`config.mk`:
```
export PLATFORM = sky130hd
export DESIGN_NAME = ifu
export DESIGN_NICKNAME = d
export VERILOG_FILES = /design/src/rtl/ifu.sv
export SDC_FILE = /design/constraint.sdc
export NUM_CORES = 1
export LEC_CHECK = 0
export ABC_AREA = 0
export CAP_MARGIN = 0
export CORE_MARGIN = 1
export CORE_UTILIZATION = 44
export DETAILED_ROUTE_END_ITERATION = 16
export HOLD_SLACK_MARGIN = 0.06
export PLACE_DENSITY_LB_ADDON = 0.12
export SLEW_MARGIN = 20
export SYNTH_ARGS = -nofsm -noshare
export SYNTH_HDL_FRONTEND = slang
export SYNTH_SLANG_ARGS = --single-unit
```
`constraint.sdc`:
```
create_clock -name clk -period 2.8 [get_ports clk]
set_clock_uncertainty 0.2 [all_clocks]
set_input_delay 0.56 -clock clk [delete_from_list [all_inputs] [get_ports clk]]
set_output_delay 0.56 -clock clk [all_outputs]
set_load 0.05 [all_outputs]
```
`src/rtl/ifu.sv`:
```
`default_nettype none
// ============================================================================
// Module      : ifu
// Description : Instruction fetch unit. Owns the architectural PC, fetches one
//               instruction at a time from instruction memory and hands it to
//               decode over a valid/ready handshake. Updates the PC only when
//               decode consumes the held instruction.
// Revision    : 1.0 - initial release
// ============================================================================
module ifu #(
    parameter int               XLEN     = 64,
    parameter int               INST_W   = 32,
    parameter logic [XLEN-1:0]  RESET_PC = 64'h0000_0000_8000_0000
) (
    input  logic              clk,
    input  logic              rst,
    // Instruction memory request channel
    output logic              imem_req_valid,
    input  logic              imem_req_ready,
    output logic [XLEN-1:0]   imem_req_addr,
    // Instruction memory response channel
    input  logic              imem_resp_valid,
    input  logic [INST_W-1:0] imem_resp_data,
    // Decode interface
    output logic              inst_valid,
    input  logic              inst_ready,
    output logic [INST_W-1:0] inst,
    output logic [XLEN-1:0]   inst_pc,
    // Execute feedback
    input  logic [XLEN-1:0]   next_pc,
    input  logic              redirect,
    // Status
    output logic              fetch_misalign,
    output logic [31:0]       fetch_cnt
);

    typedef enum logic [1:0] {
        S_REQ   = 2'd0,
        S_WAIT  = 2'd1,
        S_HOLD  = 2'd2,
        S_FAULT = 2'd3
    } state_t;

    state_t              r_state;
    state_t              w_state_next;
    logic [XLEN-1:0]     r_pc;
    logic [INST_W-1:0]   r_inst;
    logic [31:0]         r_cnt;

    logic                w_latch;    // capture response data this cycle
    logic                w_consume;  // decode takes the held instruction
    logic [XLEN-1:0]     w_pc_upd;   // PC chosen at consumption

    // Sequential PC target: jump target when execute redirects, else PC+4
    // (the add wraps naturally at 2^XLEN).
    assign w_pc_upd = redirect ? next_pc : (r_pc + XLEN'(4));

    // Next-state and handshake decode; responses outside WAIT are ignored.
    always_comb begin
        w_state_next   = r_state;
        w_latch        = 1'b0;
        w_consume      = 1'b0;
        imem_req_valid = 1'b0;
        inst_valid     = 1'b0;
        case (r_state)
            S_REQ: begin
                imem_req_valid = 1'b1;
                if (imem_req_ready) begin
                    w_state_next = S_WAIT;
                end
            end
            S_WAIT: begin
                if (imem_resp_valid) begin
                    w_latch      = 1'b1;
                    w_state_next = S_HOLD;
                end
            end
            S_HOLD: begin
                inst_valid = 1'b1;
                if (inst_ready) begin
                    w_consume    = 1'b1;
                    w_state_next = (w_pc_upd[1:0] != 2'b00) ? S_FAULT : S_REQ;
                end
            end
            S_FAULT: begin
                w_state_next = S_FAULT;
            end
            default: begin
                w_state_next = S_REQ;
            end
        endcase
    end

    // State, PC, held instruction and consumption counter registers.
    always_ff @(posedge clk) begin
        if (rst) begin
            r_state <= S_REQ;
            r_pc    <= RESET_PC;
            r_inst  <= '0;
            r_cnt   <= '0;
        end else begin
            r_state <= w_state_next;
            if (w_latch) begin
                r_inst <= imem_resp_data;
            end
            if (w_consume) begin
                r_pc  <= w_pc_upd;
                r_cnt <= r_cnt + 32'd1;
            end
        end
    end

    assign imem_req_addr  = r_pc;
    assign inst           = r_inst;
    assign inst_pc        = r_pc;
    assign fetch_misalign = (r_state == S_FAULT);
    assign fetch_cnt      = r_cnt;

endmodule
`default_nettype wire

```
==> reports/metrics.cfg, run 1 <==
[worst_setup_path]
end_kind = primary output
cpPeakStageDelay_ps = 830
crit_chain = nor2b_1 > clkdlybuf4s50_1
cp.arrival_ps = 1940
critical_path_peak_fanout = 9
cpLargestDelayFamily = buffers and inverters
start_kind = flop
crit_required_ps = 2040
critPathKind = flop to primary output
path_buf_inv = 1
cpMaxStageDelayCell = clkdlybuf4s50_1

[yosys]
synth_top_area_share = 0.352
synth.avg_cell_area_um2 = 7.49
synth_cell_type_count = 59
synth.area.top_cells = dfxtp_1 (35%), nand2_1 (7.7%), buf_4 (6.6%)
yosys_warnings = 0
yosys.area.top_type = dfxtp_1
yosysSeqAreaShare = 0.352
synth.cell_area_um2 = 7390
synth_edf_count = 0
syn_nets = 1090
netlist_instances = 986
ys.flop_type = dfxtp_1
synth-seq-cells = 130
synthArstFlopShare = 0

[finish]
syn_to_final_growth_pct = 49.9
mostFrequentLayoutCells = clkdlybuf4s50_1 (294), nand2_1 (152), dfxtp_1 (128)
fin_area_um2 = 11100
n_antenna_cell = 0
stdcell_count = 1472
final_common_cell = clkdlybuf4s50_1
drive_above_1_share = 0.0974
final_nets = 1343

[grt]
antenna_found_initial = 0
grt_pass1_vias = 7471
grt_use_total = 0.286
overflow = 0
grt_pass1_wl_um = 39800
grt_max_degree = 56

[flow_run]
cap_violations = 0

[cts]
insertion_delay_ps = 430
cts_repair_resize_count = 0
hold_buffers = 0
clock_tree.buffer_depth = 2
cts_made_buffers = 17
clk_pin_slew_ps = 60
cts_max_level = 4
cts_root_buffer = clkbuf_16
cts_setup_buffers = 0
cts_tree = built
cts_sinks = 130

[sta]
finalCriticalPeriod_ps = 2700
hold_ws_ps = 248
max_freq_mhz = 370
finalSetupViolations = 0
final.period_utilization = 0.966
max_slew_margin = 0.611
tns_ps = 0
worst_pin_slew_ps = 584
drv_slew = 0
finalHoldViolations = 0
rsz0062_at_grt = false

[detailed_routing]
drt-initial-drc-count = 602
antenna_left = 0
dr_total_vias = 8214
drt_pre_antenna_iters = 7
drt-vias-per-instance = 5.58
wl_per_cell_um = 17.0
wirelength_um = 25000
drc = 0

[power]
irDropWorstVdd_v = 0.000458
cellLeakagePower_nw = 3.79
cellPowerDensity_nw_per_um2 = 478

[die]
core_um2 = 16500
floorplan.initialDensity = 0.449
row_count = 47
dieHeight_um = 132
dieArea_um2 = 17300
die_w_um = 132
boundaryPins = 297

[place]
numPortBuffers = 296
place_congestion = 0.918
placed_cells = 1440
postPlaceCellArea_um2 = 10400
place.detailed.hpwl_um = 17900

[min_path]
hold_path_class = primary input to flop

[run_status]
outcome = complete, no violations

-- synth_stat cells (6+ instances only) --
master / n
nor2_1: 86
clkbuf_1: 54
and3_1: 23
buf_4: 65
and4_1: 9
or3_1: 13
a21oi_1: 93
o31ai_1: 8
a211oi_1: 10
xor2_1: 12
mux2i_1: 11
nand2_1: 152
nor3_1: 29
nand4_1: 23
a22oi_1: 9
o211ai_1: 7
o21ai_0: 35
nand3_1: 55
xnor2_1: 15
dfxtp_1: 130
o21a_1: 6
a31oi_1: 18
and2_1: 8
o22ai_1: 17
nor4_1: 17
-- kinds of logic (layout without fill, tap and decap cells) --
family / after synthesis / in the layout / share of synthesized area
multiplexers: 14 / 14 / 0.0195
flip-flops: 130 / 130 / 0.352
adder cells (fa/ha/maj): 2 / 2 / 0.00339
XOR/XNOR: 27 / 27 / 0.0320
AND/OR/NAND/NOR: 447 / 447 / 0.297
AO/OA/AOI/OAI: 232 / 232 / 0.192
buffers and inverters: 134 / 400 / 0.103
-- worst register-to-register path, cell delays in order (launching register included) --
cell,delay [ps]
dfxtp_2,330
ha_1,210
nand3_2,160
nor4_4,470
buf_4,220
nand2_1,80
nor3b_1,410
o21ai_0,140
a32o_1,280
-- where the power goes --
| part | switching, mW | internal [mW] | leakage (nW) | total (mW) |
|---|---|---|---|---|
| Sequential | 0.0486 | 1.90 | 1.05 | 1.95 |
| Clock | 0.909 | 1.62 | 0.322 | 2.53 |
| Combinational | 0.484 | 0.333 | 2.42 | 0.817 |
-- stage by stage --
stage | power, mW | setup slack [ps] | util
after floorplan | 2.46 | 2.64 | -
after global placement | 2.79 | 88.3 | 0.632
after detailed placement | 2.80 | 36.0 | 0.632
after CTS | 5.33 | 75.0 | 0.673
after global routing | 5.47 | 0.784 | 0.673
final | 5.30 | 95.4 | 0.673
-- routing by layer --
layer	part of all wire	vias to the layer above	global-route usage
met5	0	-	0
met4	0.016	0	0.0801
met3	0.094	32	0.0961
met2	0.47	364	0.462
met1	0.42	3829	0.362
li1	-	3989	-
-- cell type report --
class,count,area [um^2]
fill,1440,5390
multi-input combinational,722,4030
timing repair buffer,361,3470
sequential,130,2610
clock buffer,19,443
tap,220,275
clock inverter,13,221
inverter,7,26.3
-- path summary, 6_finish.rpt --
| kind | start | end | slack [ps] | cells past startpoint |
|---|---|---|---|---|
| max | r_state[1]$_SDFFE_PP0P_ | inst_valid | 100 | 2 |
| min | rst | imem_req_addr[61]$_SDFFE_PP0P_ | 250 | 2 |
| max reg2reg | imem_req_addr[2]$_SDFFE_PP0P_ | imem_req_addr[34]$_SDFFE_PP0P_ | 210 | 8 |
| min reg2reg | inst[13]$_SDFFE_PP0P_ | inst[13]$_SDFFE_PP0P_ | 250 | 2 |
-- sequential cells by signal (all words and copies together) (netlist names) --
register	count
imem_req_addr	64
inst	32
fetch_cnt	32
r_state	2
No activity file was read; power rests on OpenSTA's default activity.
==> run 2: changes to the inputs <==
--- a/config.mk
+++ b/config.mk
@@ -6,6 +6,7 @@
 export NUM_CORES = 1
 export LEC_CHECK = 0
 export ABC_AREA = 0
+export ABC_CLOCK_PERIOD_IN_PS = 2800
 export CAP_MARGIN = 0
 export CORE_MARGIN = 1
 export CORE_UTILIZATION = 44
==> results of run 2 <==
No change in the layout: final DEF, timing and power equal those of run 1.
==> run 3: changes to the inputs <==
--- a/config.mk
+++ b/config.mk
@@ -7,7 +7,7 @@
 export LEC_CHECK = 0
 export ABC_AREA = 0
 export ABC_CLOCK_PERIOD_IN_PS = 2800
-export CAP_MARGIN = 0
+export CAP_MARGIN = 20
 export CORE_MARGIN = 1
 export CORE_UTILIZATION = 44
 export DETAILED_ROUTE_END_ITERATION = 16
==> results of run 3 <==
No change in the layout: final DEF, timing and power equal those of run 1.
